==> config.mk <==
export PLATFORM = sky130hd
export DESIGN_NAME = sdma_chan_sequencer
export DESIGN_NICKNAME = d
export VERILOG_FILES = /design/src/rtl/sdma_chan_sequencer.sv
export SDC_FILE = /design/constraint.sdc
export NUM_CORES = 1
export LEC_CHECK = 0
export CAP_MARGIN = 0
export CORE_ASPECT_RATIO = 1.25
export CORE_MARGIN = 8
export CORE_UTILIZATION = 57
export CTS_CLUSTER_DIAMETER = 60
export DETAILED_ROUTE_END_ITERATION = 7
export HOLD_SLACK_MARGIN = 0.15
export PLACE_DENSITY = 0.85
export SETUP_SLACK_MARGIN = 0.2
export SLEW_MARGIN = 20
export SYNTH_ARGS = -nofsm -noshare
export SYNTH_HDL_FRONTEND = slang
export SYNTH_SLANG_ARGS = --single-unit
==> constraint.sdc <==
create_clock -name WB_CLK -period 4.6 [get_ports WB_CLK]
set_input_delay 1.38 -clock WB_CLK [delete_from_list [all_inputs] [get_ports WB_CLK]]
set_output_delay 1.38 -clock WB_CLK [all_outputs]
set_load 0.1 [all_outputs]
==> src/rtl/sdma_chan_sequencer.sv <==
// rtl/sdma_chan_sequencer.sv - four-channel SDMA request sequencer with Wishbone register file
//
// Arbitrates fabric producer requests round-robin, keeps one SDMA channel in
// flight and walks it through Req/Sreq -> Active -> Done, with a watchdog.
// Ports:
//   WB_CLK, WB_RST_n          clock, asynchronous active-low reset
//   WBs_ADR/CYC/STB/WE        Wishbone slave address and cycle control
//   WBs_BYTE_STB, WBs_WR_DAT  byte enables and write data
//   WBs_RD_DAT, WBs_ACK       read data and one-cycle acknowledge
//   ch_req, ch_grant, ch_done producer request, one-hot grant, completion pulse
//   SDMA_Req, SDMA_Sreq       burst / single request to the cell
//   SDMA_Active, SDMA_Done    handshake from the cell
//   sdma_irq                  registered level interrupt
module sdma_chan_sequencer #(
    parameter int TIMEOUT_W = 16
) (
    input  logic        WB_CLK,
    input  logic        WB_RST_n,
    input  logic [2:0]  WBs_ADR,
    input  logic        WBs_CYC,
    input  logic        WBs_STB,
    input  logic        WBs_WE,
    input  logic [3:0]  WBs_BYTE_STB,
    input  logic [31:0] WBs_WR_DAT,
    output logic [31:0] WBs_RD_DAT,
    output logic        WBs_ACK,
    input  logic [3:0]  ch_req,
    output logic [3:0]  ch_grant,
    output logic [3:0]  ch_done,
    output logic [3:0]  SDMA_Req,
    output logic [3:0]  SDMA_Sreq,
    input  logic [3:0]  SDMA_Active,
    input  logic [3:0]  SDMA_Done,
    output logic        sdma_irq
);

    typedef enum logic [1:0] {
        ST_IDLE   = 2'd0,
        ST_REQ    = 2'd1,
        ST_ACTIVE = 2'd2,
        ST_DONE   = 2'd3
    } state_t;

    localparam int TW1 = TIMEOUT_W + 1;
    // Only enable, single-mode and timeout bits exist in CTRL.
    localparam logic [31:0] CTRL_MASK =
        32'h0000_00FF | (((32'h1 << TIMEOUT_W) - 32'h1) << 16);
    localparam logic [31:0] IRQ_EN_MASK = 32'h0000_00FF;

    state_t               state;
    logic [1:0]           ptr;
    logic [1:0]           g_idx;
    logic [TIMEOUT_W-1:0] wd_cnt;
    logic [31:0]          ctrl_q;
    logic [31:0]          irq_en_q;
    logic [3:0]           done_sticky;
    logic [3:0]           to_sticky;
    logic [15:0]          done_cnt [4];

    logic [3:0]           enable;
    logic [3:0]           single;
    logic [TIMEOUT_W-1:0] timeout;

    assign enable  = ctrl_q[3:0];
    assign single  = ctrl_q[7:4];
    assign timeout = ctrl_q[TIMEOUT_W+15:16];

    // ------------------------------------------------------------------
    // Bus decode
    // ------------------------------------------------------------------
    logic        wb_req;
    logic        wr_en;
    logic [31:0] wr_mask;
    logic [3:0]  clr_done;
    logic [3:0]  clr_to;
    logic [31:0] rd_mux;

    assign wb_req  = WBs_CYC & WBs_STB;
    // Writes land on the edge that ends the ACK cycle.
    assign wr_en   = wb_req & WBs_WE & WBs_ACK;
    assign wr_mask = {{8{WBs_BYTE_STB[3]}}, {8{WBs_BYTE_STB[2]}},
                      {8{WBs_BYTE_STB[1]}}, {8{WBs_BYTE_STB[0]}}};
    assign clr_done = (wr_en && WBs_ADR == 3'd1) ? (WBs_WR_DAT[7:4]  & wr_mask[7:4])  : 4'd0;
    assign clr_to   = (wr_en && WBs_ADR == 3'd1) ? (WBs_WR_DAT[11:8] & wr_mask[11:8]) : 4'd0;

    always_comb begin
        rd_mux = 32'd0;
        case (WBs_ADR)
            3'd0:    rd_mux = ctrl_q;
            3'd1:    rd_mux = {18'd0, state, to_sticky, done_sticky, ch_grant};
            3'd2:    rd_mux = irq_en_q;
            3'd4, 3'd5, 3'd6, 3'd7:
                     rd_mux = {16'd0, done_cnt[WBs_ADR[1:0]]};
            default: rd_mux = 32'd0;
        endcase
    end

    // ------------------------------------------------------------------
    // Round-robin pick, scanning from ptr upward with wrap
    // ------------------------------------------------------------------
    logic [3:0] eligible;
    logic       pick_valid;
    logic [1:0] pick_idx;
    logic [1:0] cand;
    logic [3:0] pick_onehot;

    always_comb begin
        eligible   = ch_req & enable;
        pick_valid = 1'b0;
        pick_idx   = ptr;
        cand       = ptr;
        // Descending scan so the smallest offset from ptr is the last to win.
        for (int i = 3; i >= 0; i--) begin
            cand = ptr + 2'(i);
            if (eligible[cand]) begin
                pick_valid = 1'b1;
                pick_idx   = cand;
            end
        end
        pick_onehot = 4'b0001 << pick_idx;
    end

    // ------------------------------------------------------------------
    // In-flight channel qualifiers and events
    // ------------------------------------------------------------------
    logic           act_g;
    logic           done_g;
    logic           en_g;
    logic [TW1-1:0] wd_next;
    logic           wd_hit;
    logic           done_evt;
    logic           to_evt;

    assign act_g   = SDMA_Active[g_idx];
    assign done_g  = SDMA_Done[g_idx];
    assign en_g    = enable[g_idx];
    assign wd_next = {1'b0, wd_cnt} + TW1'(1);
    // >= rather than == so lowering the timeout mid-transfer still fires.
    assign wd_hit  = (timeout != '0) && (wd_next >= {1'b0, timeout});

    assign done_evt = (state == ST_DONE);
    // Forward progress takes priority over a watchdog expiry on the same edge.
    assign to_evt   = ((state == ST_REQ) && en_g && !act_g && wd_hit) ||
                      ((state == ST_ACTIVE) && !done_g && wd_hit);

    // ------------------------------------------------------------------
    // Channel FSM
    // ------------------------------------------------------------------
    always_ff @(posedge WB_CLK or negedge WB_RST_n) begin
        if (!WB_RST_n) begin
            state     <= ST_IDLE;
            ptr       <= 2'd0;
            g_idx     <= 2'd0;
            wd_cnt    <= '0;
            ch_grant  <= 4'd0;
            ch_done   <= 4'd0;
            SDMA_Req  <= 4'd0;
            SDMA_Sreq <= 4'd0;
        end else begin
            ch_done <= 4'd0;
            if (wd_cnt != '1 && (state == ST_REQ || state == ST_ACTIVE)) begin
                wd_cnt <= wd_cnt + 1'b1;
            end
            case (state)
                ST_IDLE: begin
                    if (pick_valid) begin
                        g_idx    <= pick_idx;
                        ch_grant <= pick_onehot;
                        if (single[pick_idx]) begin
                            SDMA_Sreq <= pick_onehot;
                        end else begin
                            SDMA_Req  <= pick_onehot;
                        end
                        ptr    <= pick_idx + 2'd1;
                        wd_cnt <= '0;
                        state  <= ST_REQ;
                    end
                end
                ST_REQ: begin
                    if (!en_g || to_evt) begin
                        ch_grant  <= 4'd0;
                        SDMA_Req  <= 4'd0;
                        SDMA_Sreq <= 4'd0;
                        state     <= ST_IDLE;
                    end else if (act_g) begin
                        SDMA_Req  <= 4'd0;
                        SDMA_Sreq <= 4'd0;
                        state     <= ST_ACTIVE;
                    end
                end
                ST_ACTIVE: begin
                    if (done_g) begin
                        ch_done <= ch_grant;
                        state   <= ST_DONE;
                    end else if (to_evt) begin
                        ch_grant <= 4'd0;
                        state    <= ST_IDLE;
                    end
                end
                ST_DONE: begin
                    ch_grant <= 4'd0;
                    state    <= ST_IDLE;
                end
                default: state <= ST_IDLE;
            endcase
        end
    end

    // ------------------------------------------------------------------
    // Register file, status, counters, interrupt
    // ------------------------------------------------------------------
    always_ff @(posedge WB_CLK or negedge WB_RST_n) begin
        if (!WB_RST_n) begin
            WBs_ACK     <= 1'b0;
            WBs_RD_DAT  <= 32'd0;
            ctrl_q      <= 32'd0;
            irq_en_q    <= 32'd0;
            done_sticky <= 4'd0;
            to_sticky   <= 4'd0;
            sdma_irq    <= 1'b0;
            for (int c = 0; c < 4; c++) begin
                done_cnt[c] <= 16'd0;
            end
        end else begin
            WBs_ACK    <= wb_req & ~WBs_ACK;
            WBs_RD_DAT <= (wb_req & ~WBs_ACK) ? rd_mux : 32'd0;

            if (wr_en && WBs_ADR == 3'd0) begin
                ctrl_q <= ((ctrl_q & ~wr_mask) | (WBs_WR_DAT & wr_mask)) & CTRL_MASK;
            end
            if (wr_en && WBs_ADR == 3'd2) begin
                irq_en_q <= ((irq_en_q & ~wr_mask) | (WBs_WR_DAT & wr_mask)) & IRQ_EN_MASK;
            end

            // A set arriving with its own W1C survives.
            done_sticky <= (done_sticky & ~clr_done) | (done_evt ? ch_grant : 4'd0);
            to_sticky   <= (to_sticky & ~clr_to) | (to_evt ? ch_grant : 4'd0);

            for (int c = 0; c < 4; c++) begin
                if (wr_en && WBs_ADR == {1'b1, 2'(c)}) begin
                    done_cnt[c] <= (done_evt && ch_grant[c]) ? 16'd1 : 16'd0;
                end else if (done_evt && ch_grant[c] && done_cnt[c] != 16'hFFFF) begin
                    done_cnt[c] <= done_cnt[c] + 16'd1;
                end
            end

            sdma_irq <= |({to_sticky, done_sticky} & irq_en_q[7:0]);
        end
    end

endmodule

## Word-level counts from Yosys, hierarchy flattened

Index checks and enable logic that the tools add are counted.

| storage, ports and cells | value |
|---|---|
| ROM bits | 0 |
| memories kept | 0 |
| input port bits | 56 |
| bits in registers | 176 |
| latch bits | 0 |
| output and inout bits | 50 |
| word-level logic and storage cells | 194 |
| RAM bits | 0 |

| operators by class | value |
|---|---|
| magnitude comparators | 8 |
| reduce and logical (&&, ||, !) cells | 43 |
| bitwise operators | 22 |
| $mul | 0 |
| shifts and indexed selects | 1 |
| divide/modulo/power cells | 0 |
| add/sub/neg operators | 10 |
| eq/ne operators | 22 |
| muxes and demuxes | 69 |

Operators with widths:

| cell | number |
|---|---|
| $mux W16 | 13 |
| $pmux W32 S4 | 1 |
| $add A16 B1 Y16 const B | 5 |
| $ne A16 B16 Y1 const B | 5 |
| $and A32 B32 Y32 | 2 |
| $mux W4 | 16 |
| $bmux W16 S2 | 1 |
| $mux W32 | 1 |
| $not A32 Y32 | 1 |
| $or A32 B32 Y32 | 1 |
| $logic_and A1 B1 Y1 | 22 |
| $and A4 B4 Y4 | 5 |
| $lt A2 B3 Y1 const B | 6 |
| $mux W2 | 9 |
| $add A16 B1 Y17 const B | 1 |
| $ge A17 B16 Y1 | 1 |
| $and A8 B8 Y8 | 2 |
| $bmux W1 S2 | 8 |
| $mux W1 | 16 |
| $pmux W4 S2 | 2 |
| $pmux W4 S4 | 1 |
| $reduce_bool A16 Y1 | 1 |
| $eq A3 B3 Y1 const B | 4 |
| $reduce_and A4 Y1 | 3 |
| 28 further kinds | 48 |

## Longest topological paths before layout

| depth | value |
|---|---|
| depth in word-level cells | 12 |
| depth in mapped cells | 15 |
| mapped depth without buffers | 14 |

## Least setup slack after synthesis

No wires, ideal clock.

| path | value |
|---|---|
| path kind | input to register |
| from | input port ch_req[0] |
| to | register SDMA_Sreq[2] |
| library setup time | 0.120 ns |
| path buffers | 1 |
| slack | 1.157 ns |
| stages | 8 |
| data arrival time | 3.323 ns |
| required time | 4.480 ns |
| path through | nand2_1 -> and2_1 -> o21ai_1 -> a222oi_1 -> mux4_2 -> buf_6 -> a32o_1 -> a31o_1 |

| between the ends | value |
|---|---|
| word-level cells in the longest chain between the ends | 11 |
| elaborated cells between the ends (all ways) | 26 |
| those cells by class | 2 x eq/ne; 1 x shift; 21 x mux; 1 x bitwise; 1 x reduce/logical |

Ends and longest elaborated chain:

| element | line | source |
|---|---|---|
| start, declared | 27 | `input logic [3:0] ch_req,` |
| $and A4 B4 Y4 (*) | 108 | `eligible = ch_req & enable;` |
| $bmux W1 S2 | 115 | `if (eligible[cand]) begin` |
| $mux W1 (implied by the code) | 115 |  |
| $mux W2 (3 in a row) | 115 |  |
| $mux W2 (*) | 115 |  |
| named net pick_idx[0] | 103 | `logic [1:0] pick_idx;` |
| $bmux W1 S2 / $shl A1 B2 Y4 (equally long branches) | 169, 120 |  |
| $mux W1 (implied by the code) / $mux W4 (equally long branches) | 169 | `if (single[pick_idx]) begin` |
| $ne A2 B2 Y1 (no source line) / $mux W4 (equally long branches) | -- |  |
| $reduce_and A4 Y1 (no source line) / $pmux W4 S2 (equally long branches) | -- |  |
| end signal, assigned | 170 | `SDMA_Sreq <= pick_onehot;` |
| end, declared | 31 | `output logic [3:0] SDMA_Sreq,` |

The timed path passes the listed nets; every way through them passes the cells marked *. The select of a mux whose other input is x is not followed.
A chain may end at the register's enable or synchronous reset.

## Final worst setup path

| path | value |
|---|---|
| from | register wd_cnt[0] |
| to | register SDMA_Sreq[1] |

| between the ends | value |
|---|---|
| word-level cells in the longest chain between the ends | 8 |
| elaborated cells between the ends (all ways) | 11 |
| those cells by class | 1 x add/sub; 1 x order compare; 1 x eq/ne; 2 x mux; 6 x reduce/logical |

Ends and longest elaborated chain:

| element | line | source |
|---|---|---|
| start, declared | 53 | `logic [TIMEOUT_W-1:0] wd_cnt;` |
| start signal, assigned | 162 | `wd_cnt <= wd_cnt + 1'b1;` |
| $add A16 B1 Y17 (*) | 137 | `assign wd_next = {1'b0, wd_cnt} + TW1'(1);` |
| $ge A17 B16 Y1 (*) | 139 | `assign wd_hit = (timeout != '0) && (wd_next >= {1'b0, timeout});` |
| $logic_and A1 B1 Y1 (*) | 139 |  |
| $logic_and A1 B1 Y1 (on tied branches) | 143, 144 |  |
| $logic_or A1 B1 Y1 (*) | 143 | `assign to_evt = ((state == ST_REQ) && en_g && !act_g && wd_hit) \|\|` |
| $logic_or A1 B1 Y1 (*) | 180 | `if (!en_g \|\| to_evt) begin` |
| $ne A3 B2 Y1 (no source line) / $mux W4 (equally long branches) | -- |  |
| $reduce_and A4 Y1 (no source line) / $pmux W4 S2 (equally long branches) | -- |  |

Every way passes the cells marked *; elsewhere a longest branch is shown, timed or not.

==> out/summary.md <==
Along the worst path, the maximum fanout reaches 8. The type of destination of the critical path is a flip-flop. Once routing completed, OpenROAD measured the worst setup slack at 0.597 ns. The run gives 0 as the initial antenna violation count.

For the worst setup path, the data arrival time is 4.33 ns. For the number of top-level pins, the log shows 106. Cells with a size suffix above 1 make up 9.53% of the layout. The first TritonRoute pass finished after 6 iterations. In the synthesized netlist the async set-or-reset flop fraction comes to 100%.

The die is 130 um wide. Setup repair after global routing left no endpoint under its margin. The die covers 20500 um^2.

TritonCTS built the clock tree. The biggest area contributor in the post-synthesis netlist is dfrtp_1. In this run the clock root is driven by a clkbuf_16. The logs give 0 for the Yosys warning count and 57.6% for the effective utilization at floorplan.

The first global-routing pass estimated 38000 um of wire. At the worst endpoint, the required time is 4.93 ns. Power spread over the standard cell area amounts to 406 nW/um^2. The number of antenna diodes in the final layout is 0. The headroom to the max-slew limit was 33.7%; the number of placement rows was 52. The area of the core was 16000 um^2.

STA classifies the critical path startpoint as a flip-flop. The wire-length estimate of the detail-placed layout is 17100 um. The maximum root-to-sink buffer count is 2, and the minimum setup slack after placement is 0.632 ns.

The layout overhead on the synthesized area was 19.9%. The worst reg2reg path depth came out at 14. Yosys attributes the largest share of cell area to dfrtp_1, xor2_1, nand2_1, nor2_1, ha_1. The worst setup path is of the reg2reg kind.

The via count of the first global-routing pass was 7529; the final clock skew was 0.0123 ns. The final number of max-transition violations was 0; the share of synthesized area occupied by flip-flops and latches was 47.8%. Setup violations remaining at the end of the flow were counted as 0.

The final net count came out at 1122. The flow ran to the end, and the final reports show no timing, DRC or antenna violations. The post-synthesis cell count is 937. Dividing the synthesized area by the synthesized cell count gives 9.84 um^2. At the end of the flow the core is filled with cells to 69.1%. Dividing the detail-routed wire length by the instance count gives 18.4 um. In the routed design, unresolved DRC markers number 0. The fill cell instance count of the final layout came out at 1229. For the global router's overall resource usage, the log shows 23.9%. The instance count along the most critical hold path works out to 1. In this run the static leakage power is 0.00484 uW.

Summed over all layers, the routed wires come to 23300 um. The class of the worst hold path is reg2reg. The logs give 0 for the post-CTS setup buffer count and 0 for the count of nets left with antenna violations after detail routing.

Yosys mapped a number of flops with a built-in enable equal to 0. The detailed router's first-iteration violation count is 730. The average vias per placed instance was 5.93; the total number of vias was 7498. The clock network latency to the later pin of the worst-skew pair came out at 0.44 ns. The most used flip-flop cell after synthesis is dfrtp_1. At the end of routability-driven placement, the weighted congestion stood at 0.953. Die extent in y: 158 um. In the final layout, flip-flops and latches occupy 4400 um^2. The clock drives 176 sinks.

Synthesis produced a netlist with a net count of 1023. Counting flops and latches in the post-synthesis netlist gives 176. The final critical-path share of the clock period is 87.0%, and the remaining global-route overflow is 0. Summing every instance area after synthesis gives 9220 um^2. TritonCTS created 17 clock buffers. In the final timing run, aggregate negative setup slack is 0 ns.

The time the worst path needs with I/O delays and setup was 4.00 ns; the transition time of the tightest slew-check pin was 0.992 ns. The logs give 250 MHz for the maximum operating frequency and 4550 um^2 for the area of the multi-input gates. The number of different library cells used by synthesis comes to 55. Across the VDD grid, the largest voltage drop is 269 uV. The share of the synthesized area in the top cell type came out at 47.8%. After clock tree synthesis, the clock-pin slew on the worst setup and hold paths is 0.07 ns. The logs give 0 for the final hold violation count and 0 for the max capacitance violation total.

The total of buffers placed on input and output ports is 101, and the maximum number of pins on one net before global-route repair is 94. Number of levels in the clock H-tree: 4.
## where the power goes
part | leakage [uW] | switching [uW] | internal, uW | total (uW)
registers | 0.00210 | 242 | 1720 | 1960
clock network | 0.000275 | 624 | 751 | 1380
logic | 0.00247 | 718 | 436 | 1150
## per-stage QoR
step,total power (uW),hold slack (ns),std cells,instance area [um^2]
after floorplan,2740,0.461,937,9220
after global placement,3070,0.484,1233,10500
after detailed placement,3110,0.501,1233,10500
after CTS,4490,0.515,1265,11000
after global routing,4700,0.537,1265,11100
final,4490,0.512,1265,11100
## cell type report
cell class / count / share of cell area (%)
Multi-Input combinational cell: 689 / 41.2
Clock buffer: 17 / 3.85
Clock inverter: 15 / 1.22
Inverter: 37 / 1.26
Timing Repair Buffer: 115 / 10.2
Sequential cell: 176 / 39.9
Tap cell: 216 / 2.45
## synthesized netlist by cell type (28+ instances only)
library cell,count
a21oi_1,35
and2_1,28
clkbuf_1,29
dfrtp_1,176
ha_1,30
inv_1,37
mux2_2,28
nand2_1,116
nand3_1,36
nor2_1,107
o21ai_0,40
xor2_1,52
## placed cells by master, fill, tap and decap left out, drive strengths merged, types with 30 or more instances in the layout
cell type / n
dfrtp: 176
nand2: 119
nor2: 107
clkdlybuf4s50: 100
xor2: 52
o21ai: 42
inv: 42
nand3: 36
a21oi: 35
ha: 30
## cell families after synthesis
kind of cell,after synthesis,synth area share [%]
AO/OA/AOI/OAI,134,9.32
XOR/XNOR,76,7.22
adder cells (fa/ha/maj),30,4.07
buffers and inverters,72,3.11
flip-flops,176,47.8
multiplexers,52,8.10
AND/OR/NAND/NOR,397,20.4
## path summary, 6_finish.rpt
check                           from  slack, ns        endpoint
setup / recovery           wd_cnt[0]       0.60    SDMA_Sreq[1]
hold / removal             flip-flop       0.51  WBs_RD_DAT[29]
setup reg to reg           wd_cnt[0]       0.60    SDMA_Sreq[1]
hold reg to reg            flip-flop       0.51  WBs_RD_DAT[29]
max in group asynchronous   WB_RST_n       2.64          ptr[0]
min in group asynchronous   WB_RST_n       1.01       async pin
## critical path, stage by stage, from the launching register on
cell and delay, ns:
dfrtp_1 0.41, ha_1 0.23, nand3_1 0.16, nor2_1 0.26, nand3_1 0.22, xnor2_1 0.18
ha_1 0.32, nand4_1 0.14, a2111oi_0 0.52, o21ai_0 0.15, a41oi_1 0.39, nand2_1 0.25
buf_4 0.23, a32o_1 0.25, a31o_1 0.18
## what timing repair did
action,CTS,global route
gates resized for setup,0,1
setup endpoints to repair,0,3
hold buffers,0,0
## per-layer routing
| metal | global-route usage (%) | share of wire [%] | vias to the layer above |
|---|---|---|---|
| li1 | - | - | 3481 |
| met1 | 28.8 | 40 | 3638 |
| met2 | 39.5 | 50 | 303 |
| met3 | 4.38 | 6.0 | 76 |
| met4 | 13.9 | 4.7 | 0 |
| met5 | 0 | 0 | - |
Note: power is estimated with default switching activity, not from simulation.
